--- src/rtl/seven_seg_scan_mux.sv ---
// -----------------------------------------------------------------------------
// seven_seg_scan_mux
//
// Time-multiplexed N-digit seven-segment display driver. A shadow register
// holds one hex nibble, one decimal-point request and one enable per digit.
// The digits are scanned round-robin, each one selected for REFRESH_DIV clock
// cycles, and the segment lines, decimal point and one-hot digit select are
// all driven from registers.
//
// Parameters:
//   NUM_DIGITS  - number of digits scanned (1..8)
//   REFRESH_DIV - clock cycles each digit stays selected (>= 2)
//
// Ports:
//   clk       in   system clock
//   rst       in   asynchronous active-high reset
//   load      in   capture value_in/dp_in/en_in into the shadow registers
//   value_in  in   hex nibbles, digit k = value_in[4k+3:4k], digit 0 rightmost
//   dp_in     in   decimal point request per digit
//   en_in     in   digit enable (0 = blank that digit)
//   seg       out  segments, seg[6]=a ... seg[0]=g, active-high
//   dp        out  decimal point, active-high
//   digit_sel out  one-hot digit select, active-high
//   scan_tick out  one-cycle pulse marking a scan index advance
//
// Optional feature (compile-time macro SEVEN_SEG_LEADING_ZERO_BLANK_EN):
//   when defined, an enabled digit k>0 whose nibble and every higher nibble
//   are zero, and whose decimal point is off, is shown blank. Digit 0 is
//   never suppressed. When undefined, zeros always display as "0".
// -----------------------------------------------------------------------------
module seven_seg_scan_mux #(
  parameter int NUM_DIGITS  = 4,
  parameter int REFRESH_DIV = 50000
) (
  input  logic                    clk,
  input  logic                    rst,
  input  logic                    load,
  input  logic [4*NUM_DIGITS-1:0] value_in,
  input  logic [NUM_DIGITS-1:0]   dp_in,
  input  logic [NUM_DIGITS-1:0]   en_in,
  output logic [6:0]              seg,
  output logic                    dp,
  output logic [NUM_DIGITS-1:0]   digit_sel,
  output logic                    scan_tick
);

  localparam int IDX_W = (NUM_DIGITS > 1) ? $clog2(NUM_DIGITS) : 1;
  localparam int CNT_W = (REFRESH_DIV > 1) ? $clog2(REFRESH_DIV) : 1;

  localparam logic [CNT_W-1:0] CNT_LAST = CNT_W'(REFRESH_DIV - 1);
  localparam logic [IDX_W-1:0] IDX_LAST = IDX_W'(NUM_DIGITS - 1);

  // Hex nibble to abcdefg pattern, bit 6 = a.
  function automatic logic [6:0] hex_to_seg(input logic [3:0] nib);
    logic [6:0] pat;
    case (nib)
      4'h0:    pat = 7'b1111110;
      4'h1:    pat = 7'b0110000;
      4'h2:    pat = 7'b1101101;
      4'h3:    pat = 7'b1111001;
      4'h4:    pat = 7'b0110011;
      4'h5:    pat = 7'b1011011;
      4'h6:    pat = 7'b1011111;
      4'h7:    pat = 7'b1110000;
      4'h8:    pat = 7'b1111111;
      4'h9:    pat = 7'b1111011;
      4'hA:    pat = 7'b1110111;
      4'hB:    pat = 7'b0011111;
      4'hC:    pat = 7'b1001110;
      4'hD:    pat = 7'b0111101;
      4'hE:    pat = 7'b1001111;
      default: pat = 7'b1000111;
    endcase
    return pat;
  endfunction

  // ---------------------------------------------------------------------------
  // Shadow registers: the display only ever reads these, never the raw inputs.
  // ---------------------------------------------------------------------------
  logic [4*NUM_DIGITS-1:0] value_q, value_d;
  logic [NUM_DIGITS-1:0]   dp_q, dp_d;
  logic [NUM_DIGITS-1:0]   en_q, en_d;

  always_comb begin
    value_d = value_q;
    dp_d    = dp_q;
    en_d    = en_q;
    if (load) begin
      value_d = value_in;
      dp_d    = dp_in;
      en_d    = en_in;
    end
  end

  always_ff @(posedge clk or posedge rst) begin
    if (rst) begin
      value_q <= '0;
      dp_q    <= '0;
      en_q    <= '0;
    end else begin
      value_q <= value_d;
      dp_q    <= dp_d;
      en_q    <= en_d;
    end
  end

  // ---------------------------------------------------------------------------
  // Refresh counter and scan index.
  // ---------------------------------------------------------------------------
  logic [CNT_W-1:0] cnt_q, cnt_d;
  logic [IDX_W-1:0] idx_q, idx_d;
  logic             cnt_wrap;

  assign cnt_wrap = (cnt_q == CNT_LAST);

  always_comb begin
    cnt_d = cnt_q + CNT_W'(1);
    idx_d = idx_q;
    if (cnt_wrap) begin
      cnt_d = '0;
      if (idx_q == IDX_LAST) begin
        idx_d = '0;
      end else begin
        idx_d = idx_q + IDX_W'(1);
      end
    end
  end

  always_ff @(posedge clk or posedge rst) begin
    if (rst) begin
      cnt_q <= '0;
      idx_q <= '0;
    end else begin
      cnt_q <= cnt_d;
      idx_q <= idx_d;
    end
  end

  // ---------------------------------------------------------------------------
  // Leading-zero suppression flags (per digit, from shadow state only).
  // ---------------------------------------------------------------------------
  logic [NUM_DIGITS-1:0] lz_blank;

`ifdef SEVEN_SEG_LEADING_ZERO_BLANK_EN
  // zero_from[k] is set when nibbles k..NUM_DIGITS-1 are all zero; the extra
  // top bit seeds the chain so the most significant digit needs no special case.
  logic [NUM_DIGITS:0] zero_from;

  assign zero_from[NUM_DIGITS] = 1'b1;

  generate
    for (genvar gi = 0; gi < NUM_DIGITS; gi++) begin : g_lz
      assign zero_from[gi] = (value_q[4*gi +: 4] == 4'h0) & zero_from[gi+1];
      if (gi == 0) begin : g_lsd
        // The rightmost digit always shows something, even a lone zero.
        assign lz_blank[gi] = 1'b0;
      end else begin : g_upper
        assign lz_blank[gi] = zero_from[gi] & ~dp_q[gi];
      end
    end
  endgenerate
`else
  assign lz_blank = '0;
`endif

  // ---------------------------------------------------------------------------
  // Per-digit decoded patterns, then a one-hot AND-OR mux keyed by the select
  // vector for the scan index. Using the same one-hot vector for both the mux
  // and the digit_sel pins keeps them consistent by construction.
  // ---------------------------------------------------------------------------
  logic [6:0]            digit_seg [NUM_DIGITS];
  logic [NUM_DIGITS-1:0] digit_dp;
  logic [NUM_DIGITS-1:0] sel_d;

  generate
    for (genvar gi = 0; gi < NUM_DIGITS; gi++) begin : g_digit
      logic shown;
      assign shown         = en_q[gi] & ~lz_blank[gi];
      assign digit_seg[gi] = shown ? hex_to_seg(value_q[4*gi +: 4]) : 7'd0;
      // A disabled digit hides its decimal point too; suppression only ever
      // applies when dp is already off, so it needs no term here.
      assign digit_dp[gi]  = en_q[gi] & dp_q[gi];
      assign sel_d[gi]     = (idx_q == IDX_W'(gi));
    end
  endgenerate

  logic [6:0] seg_d;
  logic       dp_out_d;
  logic       tick_d;

  always_comb begin
    seg_d    = '0;
    dp_out_d = 1'b0;
    for (int i = 0; i < NUM_DIGITS; i++) begin
      if (sel_d[i]) begin
        seg_d    = seg_d | digit_seg[i];
        dp_out_d = dp_out_d | digit_dp[i];
      end
    end
    tick_d = cnt_wrap;
  end

  // ---------------------------------------------------------------------------
  // Output registers: one cycle of latency from the scan index to the pins.
  // ---------------------------------------------------------------------------
  logic [6:0]            seg_q;
  logic                  dp_out_q;
  logic [NUM_DIGITS-1:0] sel_q;
  logic                  tick_q;

  always_ff @(posedge clk or posedge rst) begin
    if (rst) begin
      seg_q    <= '0;
      dp_out_q <= 1'b0;
      sel_q    <= '0;
      tick_q   <= 1'b0;
    end else begin
      seg_q    <= seg_d;
      dp_out_q <= dp_out_d;
      sel_q    <= sel_d;
      tick_q   <= tick_d;
    end
  end

  assign seg       = seg_q;
  assign dp        = dp_out_q;
  assign digit_sel = sel_q;
  assign scan_tick = tick_q;

endmodule

--- config.mk ---
export PLATFORM = sky130hd
export DESIGN_NAME = seven_seg_scan_mux
export DESIGN_NICKNAME = d
export VERILOG_FILES = /design/src/rtl/seven_seg_scan_mux.sv
export SDC_FILE = /design/constraint.sdc
export NUM_CORES = 1
export LEC_CHECK = 0
export CAP_MARGIN = 25
export CORE_MARGIN = 2
export CORE_UTILIZATION = 45
export CTS_CLUSTER_SIZE = 25
export DETAILED_ROUTE_END_ITERATION = 12
export PLACE_DENSITY = 0.69
export SLEW_MARGIN = 20
export SYNTH_ARGS = -nofsm -noshare
export SYNTH_HDL_FRONTEND = slang
export SYNTH_SLANG_ARGS = --single-unit
--- constraint.sdc ---
create_clock -name clk -period 2 [get_ports clk]
set_input_delay 0.4 -clock clk [delete_from_list [all_inputs] [get_ports clk]]
set_output_delay 0.4 -clock clk [all_outputs]
set_load 0.005 [all_outputs]
Word level (Yosys, flattened, before mapping). Memories as Yosys holds them, arrays and structs flattened. Index checks and enable logic that the tools add are counted. Widths: inputs -> output; s select.

Register bits: 55. Word-level logic and storage cells: 44. Memory bits (read-only): 448. Memories kept: 4. Input port bits: 27.

Add/subtract/negate cells: 2. Reductions and logical operators: 1. Eq/ne operators: 4. Mux-type cells: 14. Bitwise operators: 10.

Memories: (no name shown) (words 16, bits a word 7, rd ports 1, clocked after memory_dff 0, write ports 0, RTL line 56) `case (nib)`; (no name shown) (words 16, bits a word 7, rd ports 1, clocked after memory_dff 0, write ports 0, RTL line 56); (no name shown) (words 16, bits a word 7, rd ports 1, clocked after memory_dff 0, write ports 0, RTL line 56); (no name shown) (words 16, bits a word 7, rd ports 1, clocked after memory_dff 0, write ports 0, RTL line 56).

Operator list (count): $mux 7 (8); $or 7x7->7 (3); $add 16x1->16 const B (1); $eq 16x16->1 const B (1); $mux 16 (1); $and 1x1->1 (4); $eq 2x2->1 const B (2); $mux 1 (4); $or 1x1->1 (3); $add 2x1->2 const B (1); $eq 2x1->1 const B (1); $logic_not 2->1 (1); $mux 2 (1).

Longest topological paths before layout. An unclocked memory read counts as a cell.

Depth in word-level cells: 9. Depth in mapped cells: 6.

Worst setup path before layout. Ideal clock, no wire load.

Path kind: reg2reg. Start point: register cnt_q[7]. End point: register idx_q[0]. Setup slack: 0.045 ns. Buffers on the path: 0. Arrival time: 1.881 ns. Cell stages (with the launch flop): 5. Clock period less this slack: 1.955 ns. Path through: dfrtp_1 -> or4_1 -> or4_4 -> or3_1 -> o21ai_2.

Longest elaborated chain between the ends: 1.

Ends and longest elaborated chain: start: declaration (RTL line 110) `logic [CNT_W-1:0] cnt_q, cnt_d;`; start signal: assignment (RTL line 134) `cnt_q <= cnt_d;`; $eq 16x16->1 (RTL line 114) `assign cnt_wrap = (cnt_q == CNT_LAST);`; end signal: assignment (RTL line 135) `idx_q <= idx_d;`; end: declaration (RTL line 111) `logic [IDX_W-1:0] idx_q, idx_d;`.

Every way passes these cells. A chain may end at the register's enable or synchronous reset.

Worst setup path in the final report. Same ends and word-level chain as after synthesis.

==> out/results.ini <==
[synthesis]
ys.flop_type=dfrtp_1
yosysWarnings=0
synthDominantCellAreaShare_pct=42.5
synthArstFlopShare_pct=100
synth_cell_type_count=48
synthesis.nets=374
syn_inst=319
ys_seq_area_share_pct=42.5
synth_top_cell_by_area=dfrtp_1
synthesis.area_um2=3240
synth_area_leaders=dfrtp_1 (43%), ha_1 (11%), mux2_2 (7.0%)
synth.avg_cell_area_um2=10.1
synth_edf_count=0
synth_seq_cells=55

[power]
ir_worst_vdd_mv=0.277
p_leak_uw=0.00173
pwr_density_cell_nw_per_um2=598
power_uw=2340

[floorplan]
rows=30
core-area_um2=6870
dieArea_um2=7880
io-pin-count=40
initial_core_util_pct=47.1
die_w_um=88.8
die-height_um=88.8

[timing]
post-route-min-period_ns=1.98
skew_ns=0.0103
worst_pin_slew_ns=0.497
setup_viol=0
timing.final.crit_share_pct=98.8
fmax_mhz=506
maxSlewHeadroom_pct=66.5
timing.setup.tns_ns=0
hold_viol=0
drv_slew=0

[cts]
cts_root_buf=clkbuf_8
cts_tree=built
clock_path_buffers=2
clkSinkCount=55
htreeDepth=2
hold_buffers=0
clock_latency_ns=0.31
cts_buffers=5
clkTransAtPathRegs_ns=0.10

[setup_path]
cpMostUsedCell=or4_4
setup.worst_path.start_class=register
max_stage_delay_ns=0.57
setup.worst_path.class=register to register
cp-end-kind=register
cpMaxStageDelayCell=or4_4
worstPathArrival_ns=2.21
crit_fanout=5
cp_cell_sequence=or4_4 > or4_4 > or3_4 > o21ai_2
required_ns=2.23

[finish]
layout-drive-gt1-share_pct=14.6
fin_util_pct=57.0
final_cells=460
fin_nets=419
final-seq-area_um2=1380
fillCellCount=601
num_antenna_cells=0
multi_input_area_um2=1760
syn2layout_area_growth_pct=21.0

[place]
post-dp-hpwl_um=5300
dp_cells=449
io_buffers=39
place_congestion=0.913

[global_routing]
top_usage_layer=met2
antenna_found_initial=0
use_met1_pct=25.5
grtUsageTotal_pct=19.3
grtUsageMet2_pct=33.5
grt_pass1_wl_um=11800
grt_max_degree=56
overflow=0
grt_pass1_vias=2369
grtUsageMet3_pct=3.08

[detailed_routing]
vias=2476
vias_per_cell=5.38
drt-total-wl_um=7210
drc=0
drt_iter0_markers=156
ant_nets=0
first_pass_iters=4
routedWlPerCell_um=15.7

[flow_run]
timing.max_cap.violations=0

[worst_hold_path]
min_path_type=input pin to asynchronous set/reset pin

[outcome]
status=finished clean

==> timing repair <==
| action | CTS | global route |
|---|---|---|
| buffers inserted | 2 | 2 |
| setup endpoints to repair | 7 | 8 |
| pin swaps | 2 | 1 |
| resized for setup | 0 | 3 |
==> critical path: cells and delay by family, from the launching register on <==
| kind | cells | cell delay [ns] |
|---|---|---|
| AO/OA/AOI/OAI | 1 | 0.06 |
| flip-flops | 1 | 0.39 |
| AND/OR/NAND/NOR | 3 | 1.46 |
==> cell type report <==
class	count	area share, %
multi-input cells	233	44.8
flip-flops and latches	55	35.1
repair buffers	52	13.1
well taps	96	3.07
clock inverters	1	0.128
inverters	17	1.63
clock buffers	6	2.11
==> cell families after synthesis <==
family	after synthesis	share of synthesized area [%]
flip-flops	55	42.5
adder cells (fa/ha/maj)	28	10.8
AO/OA/AOI/OAI	58	12.2
XOR/XNOR	13	3.52
AND/OR/NAND/NOR	107	17.4
buffers and inverters	31	3.60
multiplexers	27	9.90
==> metal layers <==
metal  wire length (um)  vias up
met5                  0        -
met4                 72        0
met3                279        6
met2               3670       54
met1               3180     1191
li1                   -     1225
==> cells in the final DEF (no fill, tap or decap), types with 3 or more instances in the layout <==
cell,instances
a211oi_1,5
buf_4,11
a21oi_1,5
nor4_1,3
nor3_1,9
xnor2_1,5
inv_1,16
a221oi_1,3
nand2_1,28
clkdlybuf4s50_1,39
xor2_1,8
o211ai_1,4
mux2i_1,5
o21ai_0,17
o311ai_0,3
nand4_1,6
nand2b_1,6
mux2_2,20
a31oi_1,5
nor2b_1,11
ha_1,28
clkbuf_8,6
nor2_1,18
nand3_1,9
dfrtp_1,55
==> where the power goes <==
| group | total [uW] | leakage [uW] | internal (uW) | switching [uW] |
|---|---|---|---|---|
| Sequential | 1280 | 0.000687 | 1180 | 99.1 |
| Combinational | 440 | 0.000996 | 248 | 192 |
| Clock | 622 | 0.0000470 | 273 | 349 |
| Total | 2340 | 0.00173 | 1700 | 640 |
==> cell usage after synthesis, types with 2 or more instances <==
cell type / number
dfrtp_1: 55
ha_1: 28
nand2_1: 28
mux2_2: 20
nor2_1: 18
inv_1: 17
o21ai_0: 17
clkbuf_1: 14
nor2b_1: 11
nand3_1: 9
nor3_1: 9
xor2_1: 8
nand2b_1: 6
nand4_1: 6
a211oi_1: 5
a21oi_1: 5
a31oi_1: 5
mux2i_1: 5
xnor2_1: 5
o211ai_1: 4
a221oi_1: 3
nor4_1: 3
o311ai_0: 3
or4_1: 3
a32oi_1: 2
and2_1: 2
mux4_2: 2
o2111ai_1: 2
o21a_1: 2
o32ai_1: 2
or3_1: 2
or3b_2: 2
==> flip-flops by register name, indices dropped and copies added, names as in the netlist <==
name       count
cnt_q         16
digit_sel      4
dp             1
dp_q           4
en_q           4
idx_q          2
scan_tick      1
seg            7
value_q       16
==> worst paths after layout <==
path | from | endpoint | slack, ns | depth (start not counted)
max | cnt_q[7]$_DFF_PP0_ | idx_q[0]$_DFFE_PP0P_ | 0.02 | 4
min | rst | seg[6]$_DFF_PP0_ | 0.46 | 3
max reg2reg | cnt_q[7]$_DFF_PP0_ | idx_q[0]$_DFFE_PP0P_ | 0.02 | 4
min reg2reg | dp_q[0]$_DFFE_PP0P_ | dp$_DFF_PP0_ | 0.50 | 2
max in group asynchronous | rst | value_q[13]$_DFFE_PP0P_ | 1.29 | 3
min in group clk | dp_q[0]$_DFFE_PP0P_ | dp$_DFF_PP0_ | 0.50 | 2
==> metrics by stage <==
stage | setup WS, ns | hold WS (ns) | cell area, um^2
detailed placement | -0.00980 | 0.473 | 3790
CTS | 0.0308 | 0.467 | 3890
finish | 0.0249 | 0.456 | 3920
global placement | 0.0354 | 0.471 | 3790
floorplan | 0.0451 | 0.442 | 3240
global route | -0.00411 | 0.482 | 3920
(Power assumes the default switching activity.)
